==> config.mk <==
export PLATFORM = sky130hd
export DESIGN_NAME = adc_scan_arbiter
export DESIGN_NICKNAME = d
export VERILOG_FILES = /design/src/rtl/adc_scan_arbiter.sv
export SDC_FILE = /design/constraint.sdc
export NUM_CORES = 1
export LEC_CHECK = 0
export ABC_AREA = 1
export CAP_MARGIN = 20
export CORE_MARGIN = 10
export CORE_UTILIZATION = 55
export DETAILED_ROUTE_END_ITERATION = 7
export PLACE_DENSITY = 0.79
export SLEW_MARGIN = 20
export SYNTH_ARGS = -nofsm -noshare
export SYNTH_HDL_FRONTEND = slang
export SYNTH_SLANG_ARGS = --single-unit
==> constraint.sdc <==
create_clock -name clk -period 5.8 [get_ports clk]
set_input_delay 0.87 -clock clk [delete_from_list [all_inputs] [get_ports clk]]
set_output_delay 0.87 -clock clk [all_outputs]
set_load 0.05 [all_outputs]
==> src/rtl/adc_scan_arbiter.sv <==
// Round-robin SPI scan arbiter sharing one MCP3004/3008-class ADC among requesters.
// Optional ADC_DIFF_EN adds req_diff to select differential (SGL=0) conversions.
module adc_scan_arbiter #(
  parameter int NUM_REQ   = 4,
  parameter int SCLK_HALF = 675
) (
  input  logic                       clk,
  input  logic                       rst_n,
  input  logic [NUM_REQ-1:0]         req,
  input  logic [3*NUM_REQ-1:0]       req_ch,
`ifdef ADC_DIFF_EN
  input  logic [NUM_REQ-1:0]         req_diff,
`endif
  output logic                       rsp_valid,
  output logic [$clog2(NUM_REQ)-1:0] rsp_id,
  output logic [9:0]                 rsp_data,
  output logic                       busy,
  output logic                       AD_CLK,
  output logic                       CS,
  output logic                       DIN,
  input  logic                       DOUT
);

  localparam int IW = $clog2(NUM_REQ);
  localparam int CW = $clog2(2*SCLK_HALF+1);
  localparam logic [IW:0]   NR    = (IW+1)'(NUM_REQ);
  localparam logic [IW-1:0] LAST  = IW'(NUM_REQ-1);
  localparam logic [CW-1:0] HLAST = CW'(SCLK_HALF-1);
  localparam logic [CW-1:0] FLAST = CW'(2*SCLK_HALF-1);

  typedef enum logic [2:0] {
    IDLE, SETUP, SHIFT, CSHIGH, RESP
  } st_t;

  st_t           state, state_d;
  logic [CW-1:0] cnt, cnt_d;
  logic          ph, ph_d;
  logic [4:0]    per, per_d;
  logic [IW-1:0] ptr, ptr_d;
  logic [IW-1:0] win, win_d;
  logic [2:0]    ch, ch_d;
  logic          sgl, sgl_d;
  logic [9:0]    sh, sh_d;
  logic          hit;
  logic [IW-1:0] pick;
  logic [IW:0]   idx;
  logic          cs_d, sclk_d, din_d, vld_d;

  always_comb begin
    hit  = 1'b0;
    pick = '0;
    idx  = '0;
    // Walk from the farthest offset down so the nearest set bit wins.
    for (int i = NUM_REQ-1; i >= 0; i--) begin
      idx = {1'b0, ptr} + (IW+1)'(i);
      if (idx >= NR) idx = idx - NR;
      if (req[idx[IW-1:0]]) begin
        hit  = 1'b1;
        pick = idx[IW-1:0];
      end
    end
  end

  always_comb begin
    state_d = state;
    cnt_d   = cnt;
    ph_d    = ph;
    per_d   = per;
    ptr_d   = ptr;
    win_d   = win;
    ch_d    = ch;
    sgl_d   = sgl;
    sh_d    = sh;
    unique case (state)
      IDLE: begin
        if (hit) begin
          state_d = SETUP;
          cnt_d   = '0;
          win_d   = pick;
          ch_d    = req_ch[3*int'(pick) +: 3];
`ifdef ADC_DIFF_EN
          sgl_d   = ~req_diff[pick];
`else
          sgl_d   = 1'b1;
`endif
          ptr_d   = (pick == LAST) ? '0 : pick + 1'b1;
        end
      end
      SETUP: begin
        if (cnt == HLAST) begin
          state_d = SHIFT;
          cnt_d   = '0;
          ph_d    = 1'b0;
          per_d   = '0;
        end else begin
          cnt_d = cnt + 1'b1;
        end
      end
      SHIFT: begin
        if (cnt != HLAST) begin
          cnt_d = cnt + 1'b1;
        end else begin
          cnt_d = '0;
          if (!ph) begin
            // AD_CLK rises on this edge; ADC data is stable here.
            ph_d = 1'b1;
            if (per >= 5'd7) sh_d = {sh[8:0], DOUT};
          end else begin
            ph_d = 1'b0;
            if (per == 5'd16) state_d = CSHIGH;
            else              per_d   = per + 1'b1;
          end
        end
      end
      CSHIGH: begin
        if (cnt == FLAST) state_d = RESP;
        else              cnt_d   = cnt + 1'b1;
      end
      RESP:    state_d = IDLE;
      default: state_d = IDLE;
    endcase

    cs_d   = !(state_d == SETUP || state_d == SHIFT);
    sclk_d = (state_d == SHIFT) && ph_d;
    vld_d  = (state_d == RESP);
    din_d  = 1'b0;
    if (state_d == SETUP) begin
      din_d = 1'b1;
    end else if (state_d == SHIFT) begin
      unique case (per_d)
        5'd0:    din_d = 1'b1;
        5'd1:    din_d = sgl_d;
        5'd2:    din_d = ch_d[2];
        5'd3:    din_d = ch_d[1];
        5'd4:    din_d = ch_d[0];
        default: din_d = 1'b0;
      endcase
    end
  end

  always_ff @(posedge clk) begin
    if (!rst_n) begin
      state     <= IDLE;
      cnt       <= '0;
      ph        <= 1'b0;
      per       <= '0;
      ptr       <= '0;
      win       <= '0;
      ch        <= '0;
      sgl       <= 1'b1;
      sh        <= '0;
      CS        <= 1'b1;
      AD_CLK    <= 1'b0;
      DIN       <= 1'b0;
      busy      <= 1'b0;
      rsp_valid <= 1'b0;
      rsp_id    <= '0;
      rsp_data  <= '0;
    end else begin
      state     <= state_d;
      cnt       <= cnt_d;
      ph        <= ph_d;
      per       <= per_d;
      ptr       <= ptr_d;
      win       <= win_d;
      ch        <= ch_d;
      sgl       <= sgl_d;
      sh        <= sh_d;
      CS        <= cs_d;
      AD_CLK    <= sclk_d;
      DIN       <= din_d;
      busy      <= (state_d != IDLE);
      rsp_valid <= vld_d;
      if (vld_d) begin
        rsp_id   <= win;
        rsp_data <= sh_d;
      end
    end
  end

endmodule

### After elaboration in Yosys (flattened, before gate mapping)

Cells that the tools add are included.

| cells by class | value |
|---|---|
| add/sub/neg operators | 10 |
| multipliers | 1 |
| magnitude comparators | 9 |
| eq/ne operators | 17 |
| shift-type cells | 1 |
| mux-type cells | 53 |
| reduce and logical (&&, ||, !) cells | 9 |

Operator list:

| kind | count |
|---|---|
| $mux W11 | 4 |
| $pmux W11 S4 | 1 |
| $mux W10 | 4 |
| $mux W3 | 8 |
| $mux W5 | 4 |
| $mux W2 | 9 |
| $mux W1 | 15 |
| $lt A2 B3 Y1 const B | 4 |
| $pmux W3 S4 | 1 |
| $shiftx A12 B5 Y3 | 1 |
| $add A11 B1 Y11 const B | 1 |
| $eq A11 B10 Y1 const B | 1 |
| $eq A11 B11 Y1 const B | 1 |
| $ne A11 B10 Y1 const B | 1 |
| $eq A5 B2 Y1 const B | 2 |
| $pmux W5 S2 | 1 |
| $eq A3 B2 Y1 const B | 3 |
| $ge A3 B3 Y1 const B | 3 |
| $bmux W1 S2 | 4 |
| $sub A2 B1 Y2 const B | 4 |
| $add A2 B2 Y3 const B | 2 |
| $eq A3 B1 Y1 const B | 2 |
| $add A5 B1 Y5 const B | 1 |
| $eq A5 B1 Y1 const B | 1 |
| other kinds (21) | 22 |

| storage, ports and cells | value |
|---|---|
| register bits after elaboration | 55 |
| bits of input ports | 19 |
| output and inout bits | 17 |
| logic and storage cells | 116 |

### Longest topological paths before layout

Gate-level depths: netlist of run 1.

| logic depth | value |
|---|---|
| word-level depth | 16 |
| gate-level depth with buffers | 17 |
| mapped depth without buffers | 17 |

### Worst setup path before layout of run 1

No wires, ideal clock.

| timing | value |
|---|---|
| path kind | input port to flip-flop |
| start | input port req[1] |
| end | register DIN |
| data arrival time | 2017 ps |
| data required time | 5670 ps |
| slack | 3652 ps |
| stages on the path | 12 |
| path through | inv_1 -> nand2_1 -> nand3_1 -> nand3_1 -> nand3b_4 -> nand2_4 -> inv_2 -> or2_1 -> nand3_1 -> nand3_1 -> nand2_1 -> a21oi_2 |

| between the ends | value |
|---|---|
| longest elaborated chain between the ends | 13 |
| elaborated cells on any way between the ends | 29 |
| classes of those cells | mul (1); eq/ne (2); shift (1); mux (25) |

Ends and longest elaborated chain:

| what | RTL line | text |
|---|---|---|
| start, declared | 9 | `input logic [NUM_REQ-1:0] req,` |
| $bmux W1 S2 | 57 | `if (req[idx[IW-1:0]]) begin` |
| $mux W1 (implied by the code) | 57 |  |
| $mux W2 (4 in a row) | 57 |  |
| $mul A2 B2 Y4 | 80 | `ch_d = req_ch[3*int'(pick) +: 3];` |
| $shiftx A12 B5 Y3 | 80 |  |
| $mux W3 | 76 | `if (hit) begin` |
| $mux W3 | 74 | `unique case (state)` |
| $pmux W1 S5 | 130 | `unique case (per_d)` |
| $mux W1 | 129 | `end else if (state_d == SHIFT) begin` |
| $mux W1 (*) | 127 | `if (state_d == SETUP) begin` |
| end signal, assigned | 171 | `DIN <= din_d;` |
| end, declared | 20 | `output logic DIN,` |

Every way passes the cells marked *; elsewhere a longest branch is shown, timed or not. The select of a mux whose other input is x is not followed.
A chain may end at the register's enable or synchronous reset.

### Worst setup path after layout of run 1

| timing | value |
|---|---|
| start | input port rst_n |
| end | register state[1] |

RTL lines:

| what | RTL line | text |
|---|---|---|
| start, declared | 8 | `input logic rst_n,` |
| end signal, assigned | 160 | `state <= state_d;` |
| end, declared | 35 | `st_t state, state_d;` |

No word-level cell between the ends.

==> impl_results.md, run 1 <==
* Fillers at 441
* Clk_lat worst skew at 0.31 ns
* Share of cells above drive strength 1 at about a tenth
* Clock Skew at around 0.0086 ns
* Cell family contributing the most delay on the critical path: buffers and inverters
* RSZ-0062 raised after global routing: false
* DR WL met2 at 2950 µm
* Post-DRT Antenna Nets at 0
* Hold Fails Final Rpt at 0
* Synth Area in XOR/XNOR at less than 1%
* Synth Area in Adders at 2.54%
* CP cell instances: clkdlybuf4s50_1 -> inv_1 -> or2_2 -> inv_1
* Highest metal used: met4
* WP data required at 6.06 ns
* Clk pin slew, worst setup/hold paths at 0.10 ns
* WP buf/inv at 3
* Worst Tran Pin Value at 0.883 ns
* Die extent in x at 93.3 µm
* # rows at 26
* Crit Path Class: input pin to flip-flop
* Starting Density at 57.2%
* Met3 routed WL at 344 µm
* CTS hold repair buffers at 0
* Critical Path AT at 2.89 ns
* CP most frequent cell: inv_1
* Min Hold Slack at between 0.4 and 0.5 ns
* Largest family of logic cells by synthesized area: simple AND/OR/NAND/NOR gates
* R2R cell count at 15
* Max Freq at roughly 380 MHz
* Hpwl dp at 4740 µm
* Initial antenna violation count at 0
* Layout area overhead at 17.5%
* Register Area at 1100 µm²
* Cell variety after synth at 40
* Clock Tree Root: clkbuf_8
* Number of global-route vias before repair at between 2000 and 3000
* Mapped Nets at 450
* Die H at 93.3 µm
* Clock buffer depth at 2
* Final min period at about 2.6 ns
* ANT cells at 0
* Post-CTS Setup Repair Bufs at 0
* Slew HR at 41.0%
* Tcrit/Tclk final at 45.4%
* Post-CTS Resized at 0
* Met1 WL at 2890 µm
* Flop-to-flop setup slack at 3.36 ns
* Mean Syn Cell Area at 6.96 µm²
* Nets@finish at 482
* Min-delay worst type: flip-flop to flip-flop
* Worst setup EP type: flip-flop
* Slowest-stage cell, CP: clkdlybuf4s50_1
* First-pass GRT wire length at between 10000 and 15000 µm
* Ranking of synthesized cells by area: dfxtp_1, nand2_1, inv_1
* Final Power at between 1 and 1.5 mW
* Final Wtd Congestion at about 0.84
* Setup_tns at 0 ns
* Num CTS Buffers at 5
* Fin util at between 60% and 70%
* Yosys top cell by area: dfxtp_1
* Core area at 5170 µm²
* CTS tree: yes
* Synthesis Warnings at 0
* Htree depth at 2
* Top cell type's share of synthesized area at 37.2%
* Cells after synthesis at 425
* Gr usage total at 14.9%
* Drt initial violations at 122
* Largest net degree at the start of global routing at 30
* Die area at 8710 µm²
* Critical path fanouts, max at 29
* I/O Buffers at 35
* Worst path depth at 4
* Avg WL per Cell at about 12 µm
* Worst r2r src: cnt[1]
* Pwr/cell area at 315 nW/µm²
* Drt pass-1 iters at 5
* Post-synthesis cell area at 2960 µm²
* Complex-gate fraction of the synthesized area at 12.4%
* # DRC at 0
* CP endpoint: state[1]
* Worst Setup SP: rst_n
* Fin. max-slew vios at 0
* Worst r2r dst: cnt[9]
* Io pins at 36
* Lkg Pwr at 1.52 nW
* Final setup viols at 0
* Vias/cell at around 5
* Max stage delay on crit path at 0.90 ns
* GR Overflow Total at 0
* Via count at 2652
* CTS sink count at 55
* Multiplexer share of the synthesized area at less than 1%
* WL final at 6260 µm
* Simple-gate share of the synthesized area at between 30% and 40%
* Startpoint class of the critical path: input pin
* Outcome: completed
* Sequential area share after synthesis at 37.2%
* Multi-input gate area at 1510 µm²
* Max_cap viols at 0
* Worst VDD drop at 0.267 mV
* Seq cells post-synth at 55
-- power breakdown --
part	switching [mW]	leakage [nW]	internal (mW)
combinational	0.239	1.01	0.131
sequential	0.0247	0.446	0.407
clock	0.121	0.0654	0.173
total	0.384	1.52	0.711
-- cell usage in the layout, fill, tap and decap left out, types with 6 or more instances in the layout --
cell type | synthesis | final
nand2_1 | 85 | 85
ha_1 | 6 | 6
a21oi_1 | 23 | 23
inv_2 | 9 | 9
nand4_1 | 6 | 6
o211ai_1 | 7 | 7
nand3_1 | 29 | 29
o21ai_0 | 17 | 17
nor3_1 | 7 | 7
clkdlybuf4s50_1 | 0 | 35
nor2_2 | 7 | 7
nor2_1 | 52 | 52
inv_1 | 67 | 67
dfxtp_1 | 55 | 55
-- worst register-to-register path, stage by stage, from the launching register on --
cell	delay [ns]
dfxtp_1	0.35
inv_1	0.09
ha_1	0.14
nand2_1	0.06
nor3_1	0.14
inv_1	0.06
or2_4	0.27
nor2_4	0.35
inv_2	0.12
nand2_1	0.10
inv_2	0.04
nand2_4	0.13
inv_2	0.12
nand4_1	0.13
o21ai_0	0.08
nor3b_2	0.15
-- registers in the layout, indices dropped and copies added, names as in the netlist --
register / count
busy: 1
state: 3
AD_CLK: 1
per: 5
ch: 3
ph: 1
win: 2
CS: 1
rsp_id: 2
rsp_valid: 1
sgl: 1
ptr: 2
sh: 10
cnt: 11
DIN: 1
rsp_data: 10
-- cell families (layout without fill, tap and decap cells) --
| family | count (synthesis) | in the layout |
|---|---|---|
| AO/OA/AOI/OAI | 62 | 62 |
| multiplexers | 2 | 2 |
| AND/OR/NAND/NOR | 210 | 210 |
| buffers and inverters | 87 | 120 |
| flip-flops | 55 | 55 |
| XOR/XNOR | 3 | 3 |
| adder cells (fa/ha/maj) | 6 | 6 |
-- metrics by stage --
step,cell area [µm²],worst slack [ns],instances
2_1_floorplan,2960,3.65,425
3_3_place_gp,3340,2.88,520
3_5_place_dp,3340,2.87,520
4_1_cts,3470,3.19,528
5_1_grt,3470,3.00,528
6_report,3470,3.17,528
-- cell type report --
type,count,share of cell area [%]
inverter,77,8.32
clock buffer,6,2.09
tap,70,2.52
multi-input combinational,283,43.6
clock inverter,2,1.73
timing repair buffer,35,10.1
sequential,55,31.7
-- layer usage --
layer,track usage (%),vias to the layer above
met1,17.2,1191
met5,0,-
li1,-,1410
met4,3.86,0
met2,25.5,43
met3,5.12,8
-- worst min path at each step --
| stage | depth (start not counted) | slack [ns] | start | to |
|---|---|---|---|---|
| after CTS | 2 | 0.44 | sgl | sgl |
| after global placement | 2 | 0.41 | sgl | sgl |
| after global routing | 2 | 0.48 | sgl | sgl |
| after floorplan | 2 | 0.40 | sgl | sgl |
| final | 2 | 0.44 | sgl | sgl |
| after detailed placement | 2 | 0.41 | sgl | sgl |
-- synthesized netlist by cell type, drive strengths merged --
| library cell | number |
|---|---|
| nand2 | 90 |
| inv | 76 |
| nor2 | 62 |
| dfxtp | 55 |
| nand3 | 33 |
| a21oi | 26 |
| o21ai | 24 |
| nand4 | 9 |
| nor3 | 9 |
| clkbuf | 7 |
| o211ai | 7 |
| ha | 6 |
| or2 | 5 |
| buf | 3 |
| mux2i | 2 |
| xor2 | 2 |
| a211o | 1 |
| a211oi | 1 |
| a221oi | 1 |
| a31oi | 1 |
| clkinv | 1 |
| nand3b | 1 |
| nor3b | 1 |
| o21a | 1 |
| xnor2 | 1 |
Power figures use the tool's default switching activity.
==> inputs of run 2 (changes only) <==
- CORE_UTILIZATION: 55 -> 50
- PLACE_DENSITY: 0.79 -> 0.76
- clock period: 5.8 -> 2.2 ns (I/O delays scaled with it)
==> run 2 against run 1 <==
  * Clock power rose by 110%
  * Critical path depth rose by 11
  * Clock skew rose by 0.0070 ns
  * Combinational power rose to 2.8 times the previous value
  * Worst setup slack got worse by 3.0 ns
  * First-iteration DRC count fell by 20%
  * Wire length rose by 2.3%
  * Power rose to 2.5 times the previous value
  * Sequential power rose to 2.6 times the previous value
  * Sequential share of layout area fell by 0.60 points
  * Critical endpoint is now DIN
==> impl_results.md, run 2 (same netlist as run 1, synthesis figures left out) <==
* Outcome: completed
* RSZ-0062 raised after global routing: false
* Io pins at 36 (unchanged)
* Final min period at 2.00 ns
* R2R cell count at 15 (unchanged)
* Htree depth at 2 (unchanged)
* Critical Path AT at 2.25 ns (-0.64 ns)
* Worst Setup SP: cnt[0]
* Hold Fails Final Rpt at 0 (unchanged)
* Worst r2r src: cnt[0]
* Fin cells at 541 (+2.5%)
* Core area at 5610 µm² (+8.4%)
* Min-delay worst type: flip-flop to flip-flop
* Via count at 2691 (+1.5%)
* Fin. max-slew vios at 0 (unchanged)
* Critical path fanouts, max at 10 (-66%)
* Share of cells above drive strength 1 at 14.1% (+3.4 points)
* Worst VDD drop at 0.505 mV (+89%)
* Fin util at 63.5% (-3.7 points)
* Starting Density at 52.7% (-4.4 points)
* Drt pass-1 iters at 4 (-1)
* Min Hold Slack at 0.451 ns (+0.0149 ns)
* WL final at 6410 µm (+2.3%)
* Initial antenna violation count at 0 (unchanged)
* GR Overflow Total at 0 (unchanged)
* Startpoint class of the critical path: flip-flop
* Num CTS Buffers at 5 (unchanged)
* Die extent in x at 96.9 µm (+3.8%)
* Lkg Pwr at 1.57 nW (+3.3%)
* Met3 usage at 3.55% (-1.6 points)
* Final setup viols at 0 (unchanged)
* Clk pin slew, worst setup/hold paths at 0.12 ns (+0.02 ns)
* Die H at 96.9 µm (+3.8%)
* Die area at 9390 µm² (+7.8%)
* Pre-CTS setup slack at -0.0428 ns (-2.91 ns)
* Clock buffer depth at 2 (unchanged)
* # rows at 27 (+3.8%)
* Avg WL per Cell at 11.8 µm (-0.13%)
* # DRC at 0 (unchanged)
* Max_cap viols at 0 (unchanged)
* Largest net degree at the start of global routing at 21 (-30%)
* Gr usage total at 13.5% (-1.4 points)
* WP data required at 2.44 ns (-3.62 ns)
* First-pass GRT wire length at 11200 µm (+1.8%)
* Slew HR at 65.3% (+24 points)
* GR peak layer: met2
* CTS hold repair buffers at 0 (unchanged)
* Final Wtd Congestion at 0.833 (-0.85%)
* Tcrit/Tclk final at 90.9%
* Most frequent cells in the layout: nand2_1, inv_1, dfxtp_1, nor2_1, clkdlybuf4s50_1
* Nets@finish at 493 (+2.3%)
* Drt initial violations at 98 (-20%)
* Commonest non-fill, non-tap cell in the layout: nand2_1
* I/O Buffers at 35 (unchanged)
* Regs by FF count: cnt: 11 flops, rsp_data: 10 flops, sh: 10 flops
* Hpwl dp at 4850 µm (+2.4%)
* Max FFs per register at 11 (unchanged)
* Vias/cell at 4.97 (-0.97%)
* Clock Tree Root: clkbuf_8
* Max Freq at 500 MHz
* Worst setup EP type: flip-flop
* CTS sink count at 55 (unchanged)
* Clock Skew at 0.0155 ns (+0.00696 ns)
* Layout area overhead at 20.4%
* Post-DRT Antenna Nets at 0 (unchanged)
* Worst r2r dst: DIN
* Biggest register: cnt
* Flop-to-flop setup slack at 0.20 ns (-3.16 ns)
* Clk_lat worst skew at 0.31 ns (about the same)
* Number of global-route vias before repair at 2596 (+1.1%)
* DP Cell Count at 532 (+2.3%)
* Worst Tran Pin Value at 0.519 ns (-0.364 ns)
* Final worst setup slack at 0.200 ns (-2.97 ns)
* GRT met1 Usage at 17.0% (-0.17 points)
* GR Layer Usage met2 at 22.1% (-3.4 points)
* ANT cells at 0 (unchanged)
* Crit Path Class: flip-flop to flip-flop
* CP endpoint: DIN
* Pwr/cell area at 783 nW/µm² (+150%)
* CTS tree: yes
run 2: cell types whose count changed in the layout (fill, tap and decap cells not counted), moves of 2 or more:
cell	delta
dfxtp_2	+2
dfxtp_1	-3
bufinv_16	-2
buf_4	+10
run 2: final cells by class:
type / instances / area [µm²]
clock buffers: 5 / 68.8
clock inverters: 3 / 33.8
fillers: 498 / 2050
inverters: 77 / 289
multi-input cells: 283 / 1530
flip-flops and latches: 55 / 1110
well taps: 72 / 90.1
repair buffers: 46 / 445
run 2: routing by layer:
layer	vias to the layer above	wire length, µm
met5	-	0
li1	1429	-
met4	0	32
met1	1215	3090
met2	45	3010
met3	2	269
run 2: what timing repair did:
action / CTS / global route
setup endpoints to repair: 0 / 8
resized for setup: 0 / 7
buffers inserted: 0 / 1
run 2: power by group:
| group | internal, mW | total (mW) | switching [mW] |
|---|---|---|---|
| registers | 1.08 | 1.14 | 0.0628 |
| logic | 0.384 | 1.04 | 0.652 |
| clock network | 0.241 | 0.610 | 0.370 |
| total | 1.71 | 2.79 | 1.08 |
run 2: how the worst min path moves through the flow:
| stage | start | end | depth (start not counted) |
|---|---|---|---|
| floorplan | sgl | sgl | 2 |
| global placement | sgl | sgl | 2 |
| detailed placement | sgl | sgl | 2 |
| CTS | sgl | sgl | 2 |
| global route | sgl | sgl | 2 |
| finish | sgl | sgl | 2 |
run 2: worst max-delay path, cell delays in order (launching register included):
cell and delay (ns):
dfxtp_2 0.36, inv_1 0.10, ha_1 0.19, nand4_2 0.13, nor2_4 0.12, buf_12 0.14, nand3_2 0.09, nand2_1 0.09
nand2_1 0.05, nand2_1 0.06, nand2_1 0.10, nor2_1 0.10, nand3_1 0.11, a21oi_2 0.13, nand2_1 0.07, a21oi_2 0.10
run 2: per-stage QoR:
step                      setup TNS [ns]  area (µm²)  total power, mW
after global placement                 0        3420             2.16
after detailed placement         -0.0684        3420             2.19
after global routing                   0        3560             2.99
after CTS                              0        3520             2.79
after floorplan                        0        2960             1.95
final                                  0        3560             2.79
==> inputs of run 3 (changes only) <==
- GPL_TIMING_DRIVEN: not set -> 0
==> run 3 against run 2 <==
  * Power shrank 2.4%
  * Clock skew shrank 0.0064 ns
  * Clock-buffer cell count is the same
  * Critical path depth shrank 4
  * Via count grew 0.71%
  * Hold slack gained 0.021 ns
  * Final cell count grew 0.18%
  * Core utilization shrank 0.67 points
  * Global-route usage shrank 0.053 points
  * Critical endpoint unchanged
  * Largest cell class unchanged
  * Largest power group unchanged
==> impl_results.md, run 3 (same netlist as run 1, synthesis figures left out) <==
* Layout area overhead at 19.2%
* RSZ-0062 raised after global routing: true
* Die area at 9390 µm² (unchanged)
* Hpwl dp at 4860 µm (+0.14%)
* Min Hold Slack at 0.472 ns (+0.0205 ns)
* Regs by FF count: cnt: 11 flops, rsp_data: 10 flops, sh: 10 flops
* Clock Skew at 0.00919 ns (-0.00635 ns)
* Via count at 2710 (+0.71%)
* CTS sink count at 55 (unchanged)
* Nets@finish at 494 (+0.20%)
* # DRC at 0 (unchanged)
* Max FFs per register at 11 (unchanged)
* CP cell instances: inv_1 -> ha_1 -> nand4_2 -> nor2_4 -> buf_4 -> nand3_1 -> a211o_1 -> o21ai_0 -> a21oi_2 -> nand2_1 -> a21oi_2
* Io pins at 36 (unchanged)
* Vias/cell at 5.00 (+0.52%)
* DP Cell Count at 532 (unchanged)
* Initial antenna violation count at 0 (unchanged)
* Fin cells at 542 (+0.18%)
* CTS hold repair buffers at 0 (unchanged)
* # rows at 27 (unchanged)
* Drt pass-1 iters at 4 (unchanged)
* Die extent in x at 96.9 µm (unchanged)
* Max Freq at 473 MHz (-5.5%)
* Hold Fails Final Rpt at 0 (unchanged)
* Die H at 96.9 µm (unchanged)
* Slew HR at 65.5% (+0.23 points)
* Critical path fanouts, max at 8 (-2)
* Hold Path End: sgl
* Post-DRT Antenna Nets at 0 (unchanged)
* Worst Tran Pin Value at 0.516 ns (-0.00347 ns)
* Num CTS Buffers at 5 (unchanged)
* Worst r2r src: cnt[0]
* Outcome: completed
* Cell family contributing the most delay on the critical path: compound AO/OA/AOI/OAI gates
* Min-delay worst type: flip-flop to flip-flop
* Number of global-route vias before repair at 2561 (-1.3%)
* R2R cell count at 11 (-4)
* Hold Crit Depth at 2 (unchanged)
* CTS tree: yes
* Critical Path AT at 2.30 ns (+0.05 ns)
* Clk_lat worst skew at 0.31 ns (about the same)
* Final Wtd Congestion at 0.836 (+0.38%)
* Tcrit/Tclk final at 96.2% (+5.2 points)
* Startpoint class of the critical path: flip-flop
* WP data required at 2.39 ns (-0.05 ns)
* Final min period at 2.12 ns (+0.115 ns)
* First-pass GRT wire length at 11200 µm (-0.25%)
* Clock Tree Root: clkbuf_8
* Most frequent cells in the layout: nand2_1, inv_1, dfxtp_1
* Avg WL per Cell at 12.1 µm (+1.8%)
* Starting Density at 52.7% (unchanged)
* Lkg Pwr at 1.55 nW (-1.9%)
* ANT cells at 0 (unchanged)
* Share of cells above drive strength 1 at 12.8% (-1.3 points)
* Max stage delay on crit path at 0.35 ns (about the same)
* Clk pin slew, worst setup/hold paths at 0.10 ns (-0.02 ns)
* CP most frequent cell: a21oi_2
* Pwr/cell area at 773 nW/µm² (-1.4%)
* Worst r2r dst: DIN
* Drt initial violations at 119 (+21%)
* WP buf/inv at 2 (unchanged)
* Htree depth at 2 (unchanged)
* Commonest non-fill, non-tap cell in the layout: nand2_1
* I/O Buffers at 35 (unchanged)
* Clock buffer depth at 2 (unchanged)
* Worst hold start: sgl
* Final setup viols at 0 (unchanged)
* GR Overflow Total at 0 (unchanged)
* Crit Path Class: flip-flop to flip-flop
* Largest net degree at the start of global routing at 19 (-9.5%)
* Fin. max-slew vios at 0 (unchanged)
* Gr usage total at 13.4% (-0.053 points)
* Slowest-stage cell, CP: dfxtp_1
* Max_cap viols at 0 (unchanged)
* WL final at 6540 µm (+2.0%)
* Biggest register: cnt
* Core area at 5610 µm² (unchanged)
* Worst setup EP type: flip-flop
* Flop-to-flop setup slack at 0.08 ns (-0.12 ns)
* Worst VDD drop at 0.406 mV (-20%)
[run 3: cell types whose count changed in the layout (fill, tap and decap cells not counted), moves of 2 or more]
cell / delta
buf_6: +2
dfxtp_1: +2
buf_4: -8
clkbuf_1: +6
[run 3: per-layer routing]
layer / GRT usage, % / up-vias / wire, µm
met5: 0 / - / 0
met4: 4.06 / 0 / 99
met3: 3.19 / 12 / 312
met2: 22.6 / 63 / 3050
met1: 16.4 / 1204 / 3080
li1: - / 1431 / -
[run 3: where the power goes]
group          internal (mW)  switching, mW
Sequential              1.07         0.0403
Combinational          0.376          0.662
Clock                  0.228          0.343
Total                   1.68           1.04
[run 3: cell type report]
| class | count | area, µm² |
|---|---|---|
| clock buffer | 5 | 68.8 |
| inverter | 77 | 289 |
| sequential | 55 | 1100 |
| fill | 520 | 2080 |
| tap | 72 | 90.1 |
| timing repair buffer | 37 | 365 |
| clock inverter | 3 | 25.0 |
| multi-input combinational | 283 | 1530 |
| buffer | 10 | 55.1 |
[run 3: worst max-delay path by stage]
stage	startpoint	to	slack, ns	depth (start not counted)
floorplan	cnt[0]	rsp_data[1]	0.36	10
global placement	req[3]	cnt[7]	-0.02	14
detailed placement	req[3]	cnt[7]	-0.05	14
CTS	cnt[0]	rsp_data[1]	0.03	10
global route	cnt[1]	DIN	-0.08	17
finish	cnt[0]	DIN	0.08	11
[run 3: timing repair]
item,in CTS,in global routing
setup endpoints to repair,0,19
buffers inserted,0,2
gates resized for setup,0,7
[run 3: tightest hold or removal path: stages, from the launching register on]
cell and delay (ns):
dfxtp_1 0.33, nor2_1 0.06, nand2_1 0.06
[run 3: stage by stage]
| stage | total power, mW | setup slack [ns] | instance area [µm²] | setup TNS (ns) | util (%) |
|---|---|---|---|---|---|
| 6_report | 2.72 | 0.0842 | 3520 | 0 | 62.9 |
| 5_1_grt | 2.92 | -0.0802 | 3520 | -0.618 | 62.9 |
| 4_1_cts | 2.73 | 0.0311 | 3490 | 0 | 62.3 |
| 3_5_place_dp | 2.17 | -0.0527 | 3400 | -0.282 | 60.6 |
| 3_3_place_gp | 2.15 | -0.0240 | 3400 | -0.0854 | 60.6 |
| 2_1_floorplan | 1.95 | 0.357 | 2960 | 0 | - |
